==> src/rtl/alu_program_sequencer.sv <==
// Programmable instruction sequencer driving the alu_regfile datapath.
// Ports: clk/reset, step/run/restart controls, zero_flag in, program write
// port (prog_we/addr/data), decoded instruction fields out, write_en strobe,
// pc and halted status.
module alu_program_sequencer #(
  parameter int DATA_W  = 16,
  parameter int SEL_W   = 3,
  parameter int PC_W    = 4,
  parameter int RUN_DIV = 1,
  localparam int INSTR_W = 2 + 4 + 1 + 3 * SEL_W + DATA_W
) (
  input  logic               clk,
  input  logic               reset,
  input  logic               step,
  input  logic               run,
  input  logic               restart,
  input  logic               zero_flag,
  input  logic               prog_we,
  input  logic [PC_W-1:0]    prog_addr,
  input  logic [INSTR_W-1:0] prog_data,
  output logic [SEL_W-1:0]   a_reg,
  output logic [SEL_W-1:0]   b_reg,
  output logic [SEL_W-1:0]   dest_reg,
  output logic [DATA_W-1:0]  immediate,
  output logic               immediate_p,
  output logic [3:0]         alu_op,
  output logic               write_en,
  output logic [PC_W-1:0]    pc,
  output logic               halted
);

  localparam int DIV_W = (RUN_DIV > 1) ? $clog2(RUN_DIV) : 1;
  localparam int DEPTH = 2 ** PC_W;

  localparam logic [1:0] S_FETCH = 2'd0;
  localparam logic [1:0] S_IDLE  = 2'd1;
  localparam logic [1:0] S_EXEC  = 2'd2;
  localparam logic [1:0] S_HALT  = 2'd3;

  localparam logic [1:0] C_NEXT = 2'd0;
  localparam logic [1:0] C_JUMP = 2'd1;
  localparam logic [1:0] C_BZ   = 2'd2;
  localparam logic [1:0] C_HALT = 2'd3;

  localparam int A_LSB  = DATA_W;
  localparam int B_LSB  = DATA_W + SEL_W;
  localparam int D_LSB  = DATA_W + 2 * SEL_W;
  localparam int IP_BIT = DATA_W + 3 * SEL_W;
  localparam int OP_LSB = IP_BIT + 1;

  logic [INSTR_W-1:0] r_mem [DEPTH];
  logic [INSTR_W-1:0] r_cur;
  logic [PC_W-1:0]    r_pc;
  logic [1:0]         r_state;
  logic               r_step_q;
  logic [DIV_W-1:0]   r_div;

  logic [1:0]      w_ctrl;
  logic [PC_W-1:0] w_tgt;
  logic [PC_W-1:0] w_pc_inc;
  logic [PC_W-1:0] w_pc_nxt;
  logic            w_step_rise;
  logic            w_div_hit;
  logic            w_trig;

  assign w_ctrl      = r_cur[INSTR_W-1 -: 2];
  assign w_tgt       = r_cur[PC_W-1:0];
  assign w_pc_inc    = r_pc + PC_W'(1);
  assign w_step_rise = step & ~r_step_q;
  assign w_div_hit   = run && (r_div == DIV_W'(RUN_DIV - 1));
  // restart overrides a trigger seen in the same cycle
  assign w_trig      = (r_state == S_IDLE) && !restart
                     && (w_step_rise || w_div_hit);

  always_comb begin
    w_pc_nxt = w_pc_inc;
    unique case (w_ctrl)
      C_JUMP:  w_pc_nxt = w_tgt;
      C_BZ:    w_pc_nxt = zero_flag ? w_tgt : w_pc_inc;
      default: w_pc_nxt = w_pc_inc;
    endcase
  end

  // Not reset; a same-cycle fetch sees the old word.
  always_ff @(posedge clk) begin
    if (prog_we) r_mem[prog_addr] <= prog_data;
  end

  always_ff @(posedge clk) begin
    if (reset) begin
      r_state  <= S_FETCH;
      r_pc     <= '0;
      r_cur    <= '0;
      r_step_q <= 1'b0;
      r_div    <= '0;
    end else begin
      r_step_q <= step;
      if (!run || w_trig)
        r_div <= '0;
      else if (r_state == S_IDLE)
        r_div <= r_div + DIV_W'(1);
      if (restart) begin
        r_pc    <= '0;
        r_state <= S_FETCH;
      end else begin
        unique case (r_state)
          S_FETCH: begin
            r_cur   <= r_mem[r_pc];
            r_state <= S_IDLE;
          end
          S_IDLE: begin
            if (w_trig)
              r_state <= (w_ctrl == C_HALT) ? S_HALT : S_EXEC;
          end
          S_EXEC: begin
            r_pc    <= w_pc_nxt;
            r_state <= S_FETCH;
          end
          S_HALT: r_state <= S_HALT;
        endcase
      end
    end
  end

  assign a_reg       = r_cur[A_LSB +: SEL_W];
  assign b_reg       = r_cur[B_LSB +: SEL_W];
  assign dest_reg    = r_cur[D_LSB +: SEL_W];
  assign immediate   = r_cur[DATA_W-1:0];
  assign immediate_p = r_cur[IP_BIT];
  assign alu_op      = r_cur[OP_LSB +: 4];
  assign write_en    = (r_state == S_EXEC);
  assign halted      = (r_state == S_HALT);
  assign pc          = r_pc;

  logic w_unused;
  assign w_unused = ^{C_NEXT};

endmodule
==> config.mk <==
export PLATFORM = sky130hd
export DESIGN_NAME = alu_program_sequencer
export DESIGN_NICKNAME = d
export VERILOG_FILES = /design/src/rtl/alu_program_sequencer.sv
export SDC_FILE = /design/constraint.sdc
export NUM_CORES = 1
export LEC_CHECK = 0
export CAP_MARGIN = 30
export CORE_MARGIN = 1.5
export CORE_UTILIZATION = 25
export CTS_CLUSTER_SIZE = 16
export DETAILED_ROUTE_END_ITERATION = 7
export GPL_TIMING_DRIVEN = 0
export SKIP_CTS_REPAIR_TIMING = 1
export SYNTH_ARGS = -nofsm -noshare
export SYNTH_HDL_FRONTEND = slang
export SYNTH_SLANG_ARGS = --single-unit
==> constraint.sdc <==
create_clock -name clk -period 9.36 [get_ports clk]
set_input_delay 1.872 -clock clk [delete_from_list [all_inputs] [get_ports clk]]
set_output_delay 1.872 -clock clk [all_outputs]
set_load 0.05 [all_outputs]
==> results of run 1 <==
[routing by layer]
layer / part of all wire, % / GRT usage, %
met1: 43 / 15.8
met4: 1.5 / 2.92
met3: 6.1 / 2.00
met2: 49 / 19.1
met5: 0 / 0
[area by class of cell]
cell class / count / share of cell area [%]
diodes: 2 / 0.0196
plain buffers: 77 / 2.22
clock buffers: 78 / 6.25
clock inverters: 23 / 0.741
inverters: 8 / 0.118
multi-input cells: 322 / 17.2
flip-flops and latches: 552 / 63.4
well taps: 1080 / 5.30
repair buffers: 104 / 4.79
[cells in the final DEF, fill, tap and decap left out, types with 22 or more instances in the layout]
| cell | instances |
|---|---|
| buf_2 | 22 |
| edfxtp_1 | 512 |
| a22oi_1 | 29 |
| mux4_2 | 128 |
| buf_4 | 39 |
| clkdlybuf4s50_1 | 76 |
| mux2i_1 | 32 |
| o211ai_1 | 32 |
| nand2_1 | 35 |
| clkbuf_16 | 57 |
| dfxtp_1 | 40 |
[stage by stage]
stage | setup slack (ns) | instances
floorplan | 4.31 | 959
global placement | 1.17 | 2115
detailed placement | 4.87 | 2143
CTS | 5.01 | 2244
global route | 4.94 | 2244
finish | 5.05 | 2246
[worst max-delay path, stage by stage (launching register included)]
cell and delay (ns):
dfxtp_1 0.41, inv_1 0.13, nor2_2 0.39, clkdlybuf4s50_1 0.91
[cell families (layout without fill, tap and decap cells)]
kind of cell / after synthesis / count (layout) / synth area share, %
buffers and inverters: 85 / 290 / 2.84
muxes: 160 / 160 / 15.2
adders and majority gates: 4 / 4 / 0.238
AOI/OAI and AO/OA: 79 / 79 / 2.98
xor gates and xnor gates: 1 / 1 / 0.0416
and+or+nand+nor: 78 / 78 / 1.80
DFF: 552 / 552 / 76.9
other: 0 / 2 / 0
[sequential cells by signal (all words and copies together) (netlist names)]
signal / cells
r_step_q: 1
r_state: 2
r_cur: 32
r_mem: 512
r_div: 1
pc: 4
[power by group through the flow]
stage	Sequential, W	Combinational, W	Clock [W]
5_1_grt	0.00277	0.000222	0.00228
6_report	0.00277	0.000207	0.00215
2_1_floorplan	0.00282	0.000105	0
3_5_place_dp	0.00282	0.000210	0
4_1_cts	0.00277	0.000211	0.00219
3_3_place_gp	0.00282	0.000194	0
[final timing paths]
path,start,endpoint,cells after the start
worst max-delay path,r_state[1]$_SDFFE_PP0P_,write_en,3
worst min-delay path,r_cur[22]$_SDFFE_PP0P_,r_cur[22]$_SDFFE_PP0P_,2
worst max register to register,pc[1]$_SDFFE_PP0P_,r_cur[15]$_SDFFE_PP0P_,7
worst min register to register,r_cur[22]$_SDFFE_PP0P_,r_cur[22]$_SDFFE_PP0P_,2
==> results.yml, run 1 <==
status:
  outcome: "finished clean"
clock_tree:
  path_clk_slew_ns: 0.06
  numCtsBuffers: 54
  clk-insertion-delay-late_ns: 0.60
  clk_path_buf_depth: 3
  htree_levels: 2
  clock_sinks: 552
  cts_tree: "yes"
  root_buffer: "clkbuf_16"
drt:
  routed_wirelength_um: 49500
  wl_per_cell_um: 22.1
  drt_iter0_markers: 961
  routed_via_density: 4.43
  num_vias: 9943
  drtAntennaViolNets: 0
  drc: 0
  drtPass1Iterations: 7
cells_and_area:
  drive_gt1_share_pct: 29.0
  multi_input_area_mm2: 0.00438
  final_core_util_pct: 30.6
  syn_to_final_growth_pct: 21.3
  regArea_mm2: 0.0162
  stdcell_area_mm2: 0.0255
  fillers: 7904
  fin_nets: 1166
sta:
  tightestPinTransition_ns: 0.931
  finalHoldViolCount: 0
  setup-tns-final_ns: 0
  min_period_over_period_pct: 46.1
  min_period_ns: 4.31
  finClkSkew_ns: 0.00983
  holdWs_ns: 0.473
  max_freq_mhz: 232
  slew_headroom_pct: 37.8
  setup_viol: 0
  slew_viol_final: 0
  rsz0062_at_grt: "no"
power_and_ir_drop:
  p_per_area_mw_per_mm2: 201
  total_power_w: 0.00513
  combPwrFrac_pct: 4.0
  sw_frac_of_total_pct: 20.2
  ir_drop_v: 0.000129
  power_frac_clock_pct: 42.0
  p_sw_w: 0.00104
  power_frac_seq_pct: 54.0
  p_leak_nw: 7.95
  p_int_w: 0.00409
global_routing:
  grt_pass1_vias: 10462
  grt_pass1_wl_um: 72100
  globalRouteOverflowTotal: 0
  track_usage_pct: 11.6
  grt_max_degree: 22
  antenna_found_initial: 2
critical_path:
  cp.required_ns: 7.49
  arrival_ns: 2.44
  reg2reg_slack_ns: 6.99
  cp-start-kind: "register"
  crit_path_end_kind: "primary output"
  path_max_fanout: 9
  path_class: "register to primary output"
synth:
  synth_ff_type: "edfxtp_1"
  netlist_instances: 959
  syn_avg_cell_area_um2: 21.9
  synthArstFlopShare_pct: 0
  synth-edff-count: 512
  synth.most_common_cell: "edfxtp_1"
  netlist_area_mm2: 0.0210
  ys_seq_elements: 552
  synth_top_cell_by_area: "edfxtp_1"
  yosysUniqueCellTypes: 37
  synth_commonest_cells: "edfxtp_1, mux4_2, dfxtp_1"
  yosysSeqAreaShare_pct: 76.9
  synth.area.top_cells: "edfxtp_1, mux4_2, dfxtp_1"
  syn-num-nets: 1006
  ys_warn_count: 0
  synth_top_area_share_pct: 73.1
placed_design:
  dp_hpwl_um: 33000
  io_buffers: 76
  place_area_mm2: 0.0237
  place.gp.congestion: 0.728
min_path:
  holdCritPathClass: "register to register"
die:
  start_util_pct: 25.2
  rows: 106
  fp.coreArea_mm2: 0.0834
  num_io_pins: 79
  die_w_um: 293
  die_area_mm2: 0.0859
  die_h_um: 293
flow_run:
  max_cap_viol_count: 0
(Power assumes the default switching activity.)
==> run 2, diff against run 1 <==
==> constraint.sdc (replaced) <==
create_clock -name clk -period 3.6 [get_ports clk]
set_input_delay 0.72 -clock clk [delete_from_list [all_inputs] [get_ports clk]]
set_output_delay 0.72 -clock clk [all_outputs]
set_load 0.05 [all_outputs]
==> run 2 against run 1 <==
  * Worst hold slack got worse by 0.049 ns
  * Worst setup slack got worse by 4.6 ns
  * Sequential cell count did not move
  * Cell count barely moved
  * Non-clock buffer count fell by 2
  * Combinational power rose to 2.6 times the previous value
  * Die area did not move
  * Clock skew fell by 0.00069 ns
==> results.yml, run 2 (synthesis results as in run 1) <==
status:
  outcome: "finished clean"
cells_and_area:
  mostFrequentLayoutCell: "edfxtp_1"
  largest_reg_flops: 512
  layout_common_cells: "edfxtp_1, mux4_2, clkdlybuf4s50_1"
  drive_gt1_share_pct: 28.8
  fin_nets: 1163
  syn_to_final_growth_pct: 20.8
  top_register: "r_mem"
die:
  fp.coreArea_mm2: 0.0834
  start_util_pct: 25.2
  die_h_um: 293
  die_area_mm2: 0.0859
  die_w_um: 293
  num_io_pins: 79
  rows: 106
critical_path:
  path_max_fanout: 9
  cp.required_ns: 2.88
  reg2reg_slack_ns: 1.22
  cp-start-kind: "register"
  arrival_ns: 2.48
  slowest_delay_ns: 1.01
  crit_path_end_kind: "primary output"
  cp_slowest_cell: "clkdlybuf4s50_1"
  path_class: "register to primary output"
  path_cells: "inv_1 -> nor2_2 -> clkdlybuf4s50_1"
global_routing:
  antenna_found_initial: 3
  track_usage_pct: 11.6
  globalRouteOverflowTotal: 0
  grt_max_degree: 21
  grt_pass1_wl_um: 72500
  grt_pass1_vias: 10648
drt:
  drtPass1Iterations: 5
  num_vias: 10048
  wl_per_cell_um: 22.0
  drt_iter0_markers: 976
  drc: 0
  routed_wirelength_um: 49400
  drtAntennaViolNets: 0
  routed_via_density: 4.48
sta:
  finClkSkew_ns: 0.00914
  rsz0062_at_grt: "no"
  setup-tns-final_ns: 0
  max_freq_mhz: 313
  min_period_ns: 3.20
  min_period_over_period_pct: 88.8
  slew_viol_final: 0
  holdWs_ns: 0.424
  slew_headroom_pct: 38.8
  setup_viol: 0
  tightestPinTransition_ns: 0.918
  finalHoldViolCount: 0
clock_tree:
  clk_path_buf_depth: 3
  htree_levels: 2
  path_clk_slew_ns: 0.06
  numCtsBuffers: 53
  root_buffer: "clkbuf_16"
  clock_sinks: 552
  cts_tree: "yes"
  clk-insertion-delay-late_ns: 0.60
flow_run:
  max_cap_viol_count: 0
placed_design:
  dp_hpwl_um: 32700
  place.gp.congestion: 0.730
  io_buffers: 76
power_and_ir_drop:
  ir_drop_v: 0.000292
  p_leak_nw: 7.89
  p_per_area_mw_per_mm2: 519
min_path:
  holdCritPathClass: "input port to register"
==> run 2: cell count changes in the layout (fill, tap and decap cells not counted), moves of 2 or more <==
cell and delta:
buf_12 +7, clkbuf_16 -4, inv_6 +3, clkinv_8 +2
buf_4 -3, buf_6 -2, clkbuf_8 -3, buf_16 -5
==> run 2: area by class of cell <==
class / count / area [um^2]
Multi-Input combinational cell: 322 / 4380
Clock buffer: 71 / 1450
Antenna cell: 3 / 7.51
Inverter: 8 / 30.0
Clock inverter: 29 / 251
Fill cell: 7910 / 58000
Buffer: 77 / 567
Tap cell: 1080 / 1350
Sequential cell: 552 / 16200
Timing Repair Buffer: 102 / 1190
==> run 2: path summary, 6_finish.rpt <==
check	start	endpoint	cells after the start
worst min register to register	r_cur[24]$_SDFFE_PP0P_	r_cur[24]$_SDFFE_PP0P_	2
worst min-delay path	restart	pc[3]$_SDFFE_PP0P_	2
worst max-delay path	r_state[1]$_SDFFE_PP0P_	write_en	3
worst max register to register	pc[1]$_SDFFE_PP0P_	r_cur[6]$_SDFFE_PP0P_	7
==> run 2: stage by stage <==
step           cells  instance area [um^2]  total power (W)  setup slack, ns  utilization (%)
2_1_floorplan    959                 21000          0.00759         0.000669                -
3_3_place_gp    2115                 23200          0.00784            -3.40             27.8
3_5_place_dp    2140                 23700          0.00789            0.273             28.4
4_1_cts         2240                 25400           0.0133            0.389             30.4
5_1_grt         2241                 25400           0.0136            0.323             30.5
6_report        2244                 25400           0.0132            0.404             30.5
==> run 2: metal layers <==
| metal | track usage, % | part of all wire [%] | vias up |
|---|---|---|---|
| li1 | - | - | 4306 |
| met1 | 16.0 | 43 | 5334 |
| met2 | 18.8 | 48 | 345 |
| met3 | 2.10 | 7.2 | 63 |
| met4 | 3.01 | 1.7 | 0 |
| met5 | 0 | 0 | - |
==> run 2: power by group <==
| group | internal [W] | switching [W] |
|---|---|---|
| combinational | 0.000205 | 0.000333 |
| sequential | 0.00715 | 0.0000504 |
| clock | 0.00307 | 0.00239 |
==> run 2: critical path, delay by kind of cell (launching register included) <==
family,cells,cell delay [ns]
buffers and inverters,2,1.13
flip-flops,1,0.41
AND/OR/NAND/NOR,1,0.32
